===== src/rtl/vga_sync_gen.sv =====
// vga_sync_gen
//   Raster timing generator for the pong renderer and the VGA pins.
//   Two phase FSMs (horizontal and vertical) step VISIBLE->FRONT->SYNC->BACK.
//   Every output is registered and derived from next-state values, so
//   position, blanking and sync change together in the same cycle.
//
// Ports
//   clk          in   1   system clock
//   reset        in   1   synchronous, active-high reset (wins over ce)
//   ce           in   1   pixel enable; state advances only when high
//   hpos         out  10  current pixel column, 0..H_TOTAL-1
//   vpos         out  10  current line, 0..V_TOTAL-1
//   de           out  1   display enable, high inside the visible area
//   hsync        out  1   horizontal sync, HSYNC_POL during H SYNC phase
//   vsync        out  1   vertical sync, VSYNC_POL during V SYNC phase
//   line_start   out  1   one-clk pulse when hpos becomes 0
//   frame_start  out  1   one-clk pulse when (hpos,vpos) becomes (0,0)
//   frame_count  out  8   frames started since reset, wraps 255->0
module vga_sync_gen #(
  parameter int H_VISIBLE = 640,
  parameter int H_FRONT   = 16,
  parameter int H_SYNC    = 96,
  parameter int H_BACK    = 48,
  parameter int V_VISIBLE = 480,
  parameter int V_FRONT   = 10,
  parameter int V_SYNC    = 2,
  parameter int V_BACK    = 33,
  parameter bit HSYNC_POL = 1'b0,
  parameter bit VSYNC_POL = 1'b0
) (
  input  logic       clk,
  input  logic       reset,
  input  logic       ce,
  output logic [9:0] hpos,
  output logic [9:0] vpos,
  output logic       de,
  output logic       hsync,
  output logic       vsync,
  output logic       line_start,
  output logic       frame_start,
  output logic [7:0] frame_count
);

  localparam int H_TOTAL = H_VISIBLE + H_FRONT + H_SYNC + H_BACK;
  localparam int V_TOTAL = V_VISIBLE + V_FRONT + V_SYNC + V_BACK;

  localparam logic [9:0] H_LAST        = 10'(H_TOTAL - 1);
  localparam logic [9:0] H_FRONT_START = 10'(H_VISIBLE);
  localparam logic [9:0] H_SYNC_START  = 10'(H_VISIBLE + H_FRONT);
  localparam logic [9:0] H_BACK_START  = 10'(H_VISIBLE + H_FRONT + H_SYNC);

  localparam logic [9:0] V_LAST        = 10'(V_TOTAL - 1);
  localparam logic [9:0] V_FRONT_START = 10'(V_VISIBLE);
  localparam logic [9:0] V_SYNC_START  = 10'(V_VISIBLE + V_FRONT);
  localparam logic [9:0] V_BACK_START  = 10'(V_VISIBLE + V_FRONT + V_SYNC);

  typedef enum logic [1:0] {
    PH_VISIBLE,
    PH_FRONT,
    PH_SYNC,
    PH_BACK
  } phase_e;

  phase_e     h_state_q, h_state_d;
  phase_e     v_state_q, v_state_d;
  logic [9:0] hpos_q, hpos_d;
  logic [9:0] vpos_q, vpos_d;
  logic       h_wrap;
  logic       de_q, de_d;
  logic       hsync_q, hsync_d;
  logic       vsync_q, vsync_d;
  logic       line_start_q, line_start_d;
  logic       frame_start_q, frame_start_d;
  logic [7:0] frame_count_q, frame_count_d;

  // State register. Reset parks the raster on the last pixel of the frame
  // so the first enabled edge lands exactly on (0,0).
  always_ff @(posedge clk) begin
    if (reset) begin
      h_state_q     <= PH_BACK;
      v_state_q     <= PH_BACK;
      hpos_q        <= H_LAST;
      vpos_q        <= V_LAST;
      de_q          <= 1'b0;
      hsync_q       <= ~HSYNC_POL;
      vsync_q       <= ~VSYNC_POL;
      line_start_q  <= 1'b0;
      frame_start_q <= 1'b0;
      frame_count_q <= 8'd0;
    end else begin
      h_state_q     <= h_state_d;
      v_state_q     <= v_state_d;
      hpos_q        <= hpos_d;
      vpos_q        <= vpos_d;
      de_q          <= de_d;
      hsync_q       <= hsync_d;
      vsync_q       <= vsync_d;
      line_start_q  <= line_start_d;
      frame_start_q <= frame_start_d;
      frame_count_q <= frame_count_d;
    end
  end

  // Next-state: counters and phases. Phase starts are tested latest-first
  // so a zero-width phase is skipped instead of getting stuck.
  always_comb begin
    hpos_d    = hpos_q;
    vpos_d    = vpos_q;
    h_state_d = h_state_q;
    v_state_d = v_state_q;
    h_wrap    = (hpos_q == H_LAST);
    if (ce) begin
      hpos_d = h_wrap ? 10'd0 : hpos_q + 10'd1;
      if (hpos_d == H_BACK_START)       h_state_d = PH_BACK;
      else if (hpos_d == H_SYNC_START)  h_state_d = PH_SYNC;
      else if (hpos_d == H_FRONT_START) h_state_d = PH_FRONT;
      else if (hpos_d == 10'd0)         h_state_d = PH_VISIBLE;

      // Vertical state only moves on a line wrap, so vsync edges align to hpos=0.
      if (h_wrap) begin
        vpos_d = (vpos_q == V_LAST) ? 10'd0 : vpos_q + 10'd1;
        if (vpos_d == V_BACK_START)       v_state_d = PH_BACK;
        else if (vpos_d == V_SYNC_START)  v_state_d = PH_SYNC;
        else if (vpos_d == V_FRONT_START) v_state_d = PH_FRONT;
        else if (vpos_d == 10'd0)         v_state_d = PH_VISIBLE;
      end
    end
  end

  // Output decode from next-state. Strobes are gated with ce because the
  // position holds at 0 during ce=0 cycles and must not re-fire.
  always_comb begin
    de_d          = (h_state_d == PH_VISIBLE) && (v_state_d == PH_VISIBLE);
    hsync_d       = (h_state_d == PH_SYNC) ? HSYNC_POL : ~HSYNC_POL;
    vsync_d       = (v_state_d == PH_SYNC) ? VSYNC_POL : ~VSYNC_POL;
    line_start_d  = ce && (hpos_d == 10'd0);
    frame_start_d = line_start_d && (vpos_d == 10'd0);
    frame_count_d = frame_count_q + {7'd0, frame_start_d};
  end

  assign hpos        = hpos_q;
  assign vpos        = vpos_q;
  assign de          = de_q;
  assign hsync       = hsync_q;
  assign vsync       = vsync_q;
  assign line_start  = line_start_q;
  assign frame_start = frame_start_q;
  assign frame_count = frame_count_q;

endmodule


===== config.mk =====
export PLATFORM = sky130hd
export DESIGN_NAME = vga_sync_gen
export DESIGN_NICKNAME = d
export VERILOG_FILES = /design/src/rtl/vga_sync_gen.sv
export SDC_FILE = /design/constraint.sdc
export NUM_CORES = 1
export LEC_CHECK = 0
export CORE_UTILIZATION = 40
export DETAILED_ROUTE_END_ITERATION = 10
export DONT_BUFFER_PORTS = 1
export GPL_ROUTABILITY_DRIVEN = 1
export SYNTH_ARGS = -nofsm -noshare
export SYNTH_HDL_FRONTEND = slang
export SYNTH_SLANG_ARGS = --single-unit

===== constraint.sdc =====
create_clock -name clk -period 4.2 [get_ports clk]
set_clock_uncertainty 0.1 [all_clocks]
set_input_delay 0.42 -clock clk [delete_from_list [all_inputs] [get_ports clk]]
set_output_delay 0.42 -clock clk [all_outputs]
set_load 0.01 [all_outputs]

==> out/metrics.csv <==
metric;value;unit
outcome;completed;
GRT Util Overall;0.209;
min cycle time layout;3.61;ns
met3 WL;434;um
crit-path max FO;10;
post-CTS setup buffer count;0;
WS Path Type;reg2reg;
Clk pin slew, worst setup/hold paths;0.08;ns
Die Height;82.1;um
Avg Synthesized Cell Area;7.93;um^2
CTS Buf Count;5;
fin. max-slew vios;0;
post_cts resized;0;
#FFs+latches synth;37;
Final Hold Viols;0;
slowest cell delay on critical path;0.55;ns
Max Used Layer;met4;
filler cell count;622;
DR vias;2287;
initial antenna violation count;0;
gr ovfl total;0;
share of layout cells above drive strength 1;0.104;
total negative slack;0;ns
clock sink count;37;
Worst EP required;4.29;ns
vias in the first global route;2110;
type of the tightest min-delay check;in2reg;
EDFF count, synth;0;
Max-Cap Viols;0;
maximum vdd drop;183;uV
Hold WS;0.0792;ns
Initial Util;0.424;
Routed Antenna Nets;0;
hold buffers post-CTS;0;
DR WL/cell;16.6;um
wire length on met2;2770;um
number of antenna diodes;0;
Worst-Margin Slew;0.620;ns
final count of negative-setup-slack endpoints;0;
first-pass GRT wire length;10600;um
Yosys warnings;0;
DIE AREA;6750;um^2
leakage;0.987;nW
Synth cell types;68;
crit path launch type;flop;
DR vias/cell;5.85;
worst path arrival time;3.70;ns
Highest Clock Rate;277;MHz
dpl cell area;2600;um^2
Remaining DRCs;0;
first drt pass iteration count;4;
Final nets;324;
Port-buffer cells;0;
worst setup margin;0.589;ns
H-Tree Depth;2;
Mapped Cells;324;
Post-Syn Area;2570;um^2
CTS root buf;clkbuf_8;
Seq/Total Area, Yosys;0.288;
final instance area;2740;um^2
critical-path cell list;ha_1 -> and4_1 -> and4_1 -> nand4_1 -> mux2_2 -> o22ai_1 -> and4bb_2 -> ha_1 -> and3_1 -> nand3_1 -> xor2_1 -> nor2_1;
Critical Path Sink Type;flop;
Post-synth ARST share;0;
worst slack, placed;0.625;ns
Main synth FF type;dfxtp_1;
Tcrit/Tclk final;0.860;
slew margin rel.;0.586;
Core Area;6060;um^2
area growth from synthesis to layout;6.53;%
post-DP HPWL;4540;um
maximum clock path buffer count;2;
clock latency on the worst-skew pair;0.30;ns
CP max stage cell;dfxtp_1;
post-layout util;0.451;
First DRT Iteration DRCs;228;
Met1 Wirelength;3210;um
Row Count;28;
CTS tree;built;
syn_nets;333;
RSZ-0062 raised after global routing;false;
final wirelength;6510;um
Die X;82.1;um
largest net degree at the start of global routing;24;
pwr dens;390;nW/um^2
routability cong.;0.875;
boundary pin count;36;
cell usage after synthesis (2+ instances only):
master,number,share of area
dfxtp_1,37,0.29
nor2_1,30,0.044
nand2_1,28,0.041
o21ai_0,18,0.035
a21oi_1,14,0.027
clkbuf_1,13,0.019
xnor2_1,13,0.044
nand3_1,12,0.023
nand2b_1,11,0.027
nor3_1,11,0.021
xor2_1,10,0.034
inv_1,9,0.013
buf_2,6,0.012
ha_1,6,0.029
a31oi_1,5,0.012
and3_1,5,0.012
and4_1,5,0.017
nand4_1,5,0.012
nor2b_1,5,0.012
nor4_1,5,0.012
mux2_2,4,0.018
nand4b_1,4,0.014
or3_1,4,0.0097
and2_1,3,0.0073
buf_4,3,0.0088
o221ai_1,3,0.010
a2111oi_0,2,0.0068
a211o_1,2,0.0068
a21boi_0,2,0.0058
a22oi_1,2,0.0058
and4b_1,2,0.0078
mux2i_1,2,0.0078
nand3b_1,2,0.0058
o2111ai_1,2,0.0068
o22ai_1,2,0.0049
o31a_1,2,0.0068
o31ai_1,2,0.0058
or2_2,2,0.0049
or4_1,2,0.0058
state kept, by name, summed over array words and instances (netlist names):
register and count:
hsync 1, h_state_q 2, hpos 10, line_start 1
vsync 1, de 1, vpos 10, v_state_q 2
frame_count 8, frame_start 1
metrics by stage:
| stage | std cells | power, mW |
|---|---|---|
| global placement | 383 | 0.689 |
| CTS | 391 | 1.07 |
| detailed placement | 383 | 0.694 |
| finish | 391 | 1.07 |
| floorplan | 324 | 0.636 |
| global route | 391 | 1.13 |
path summary, 6_finish.rpt:
kind,cells after the start,to,slack (ns),from
setup / recovery,12,frame_count[5]$_SDFF_PP0_,0.59,hpos[0]$_SDFF_PP1_
hold / removal,1,frame_count[4]$_SDFF_PP0_,0.08,reset
setup reg to reg,12,frame_count[5]$_SDFF_PP0_,0.59,hpos[0]$_SDFF_PP1_
hold reg to reg,2,frame_count[7]$_SDFF_PP0_,0.49,frame_count[7]$_SDFF_PP0_
power by group:
part | switching, mW | leakage (nW) | internal [mW]
Sequential | 0.0581 | 0.301 | 0.372
Combinational | 0.147 | 0.618 | 0.114
Clock | 0.139 | 0.0681 | 0.236
layer usage:
layer | GRT usage | up-vias
li1 | - | 1165
met1 | 0.296 | 1050
met2 | 0.303 | 64
met3 | 0.0549 | 8
met4 | 0.0702 | 0
met5 | 0 | -
layout make-up:
| class | instances | area [um^2] | share of cell area |
|---|---|---|---|
| sequential | 37 | 741 | 0.271 |
| tap | 75 | 93.8 | 0.0343 |
| multi-input combinational | 255 | 1680 | 0.615 |
| clock inverter | 3 | 65.1 | 0.0238 |
| clock buffer | 5 | 68.8 | 0.0251 |
| inverter | 9 | 33.8 | 0.0123 |
| timing repair buffer | 7 | 52.6 | 0.0192 |
cells in the final DEF (no fill, tap or decap), types with 10 or more instances in the layout:
cell / synthesis / routed
a21oi_1: 14 / 14
nor2_1: 30 / 30
nand2b_1: 11 / 11
nand3_1: 12 / 12
xor2_1: 10 / 10
dfxtp_1: 37 / 37
xnor2_1: 13 / 13
nor3_1: 11 / 11
o21ai_0: 18 / 18
nand2_1: 28 / 28
critical path, delay by kind of cell (launching register included):
kind                     cells  cell delay (ns)
AO/OA/AOI/OAI                1             0.13
flip-flops                   1             0.55
AND/OR/NAND/NOR              7             1.71
adder cells (fa/ha/maj)      2             0.53
multiplexers                 1             0.36
XOR/XNOR                     1             0.15
logic make-up (layout without fill, tap and decap cells):
| family | Yosys count | in the layout | synth area share |
|---|---|---|---|
| xor gates and xnor gates | 23 | 23 | 0.0784 |
| buffers and inverters | 32 | 24 | 0.0570 |
| and+or+nand+nor | 151 | 151 | 0.339 |
| muxes | 6 | 6 | 0.0253 |
| DFF | 37 | 37 | 0.288 |
| AOI/OAI and AO/OA | 69 | 69 | 0.183 |
| adders and majority gates | 6 | 6 | 0.0292 |
Note: power is estimated with default switching activity, not from simulation.
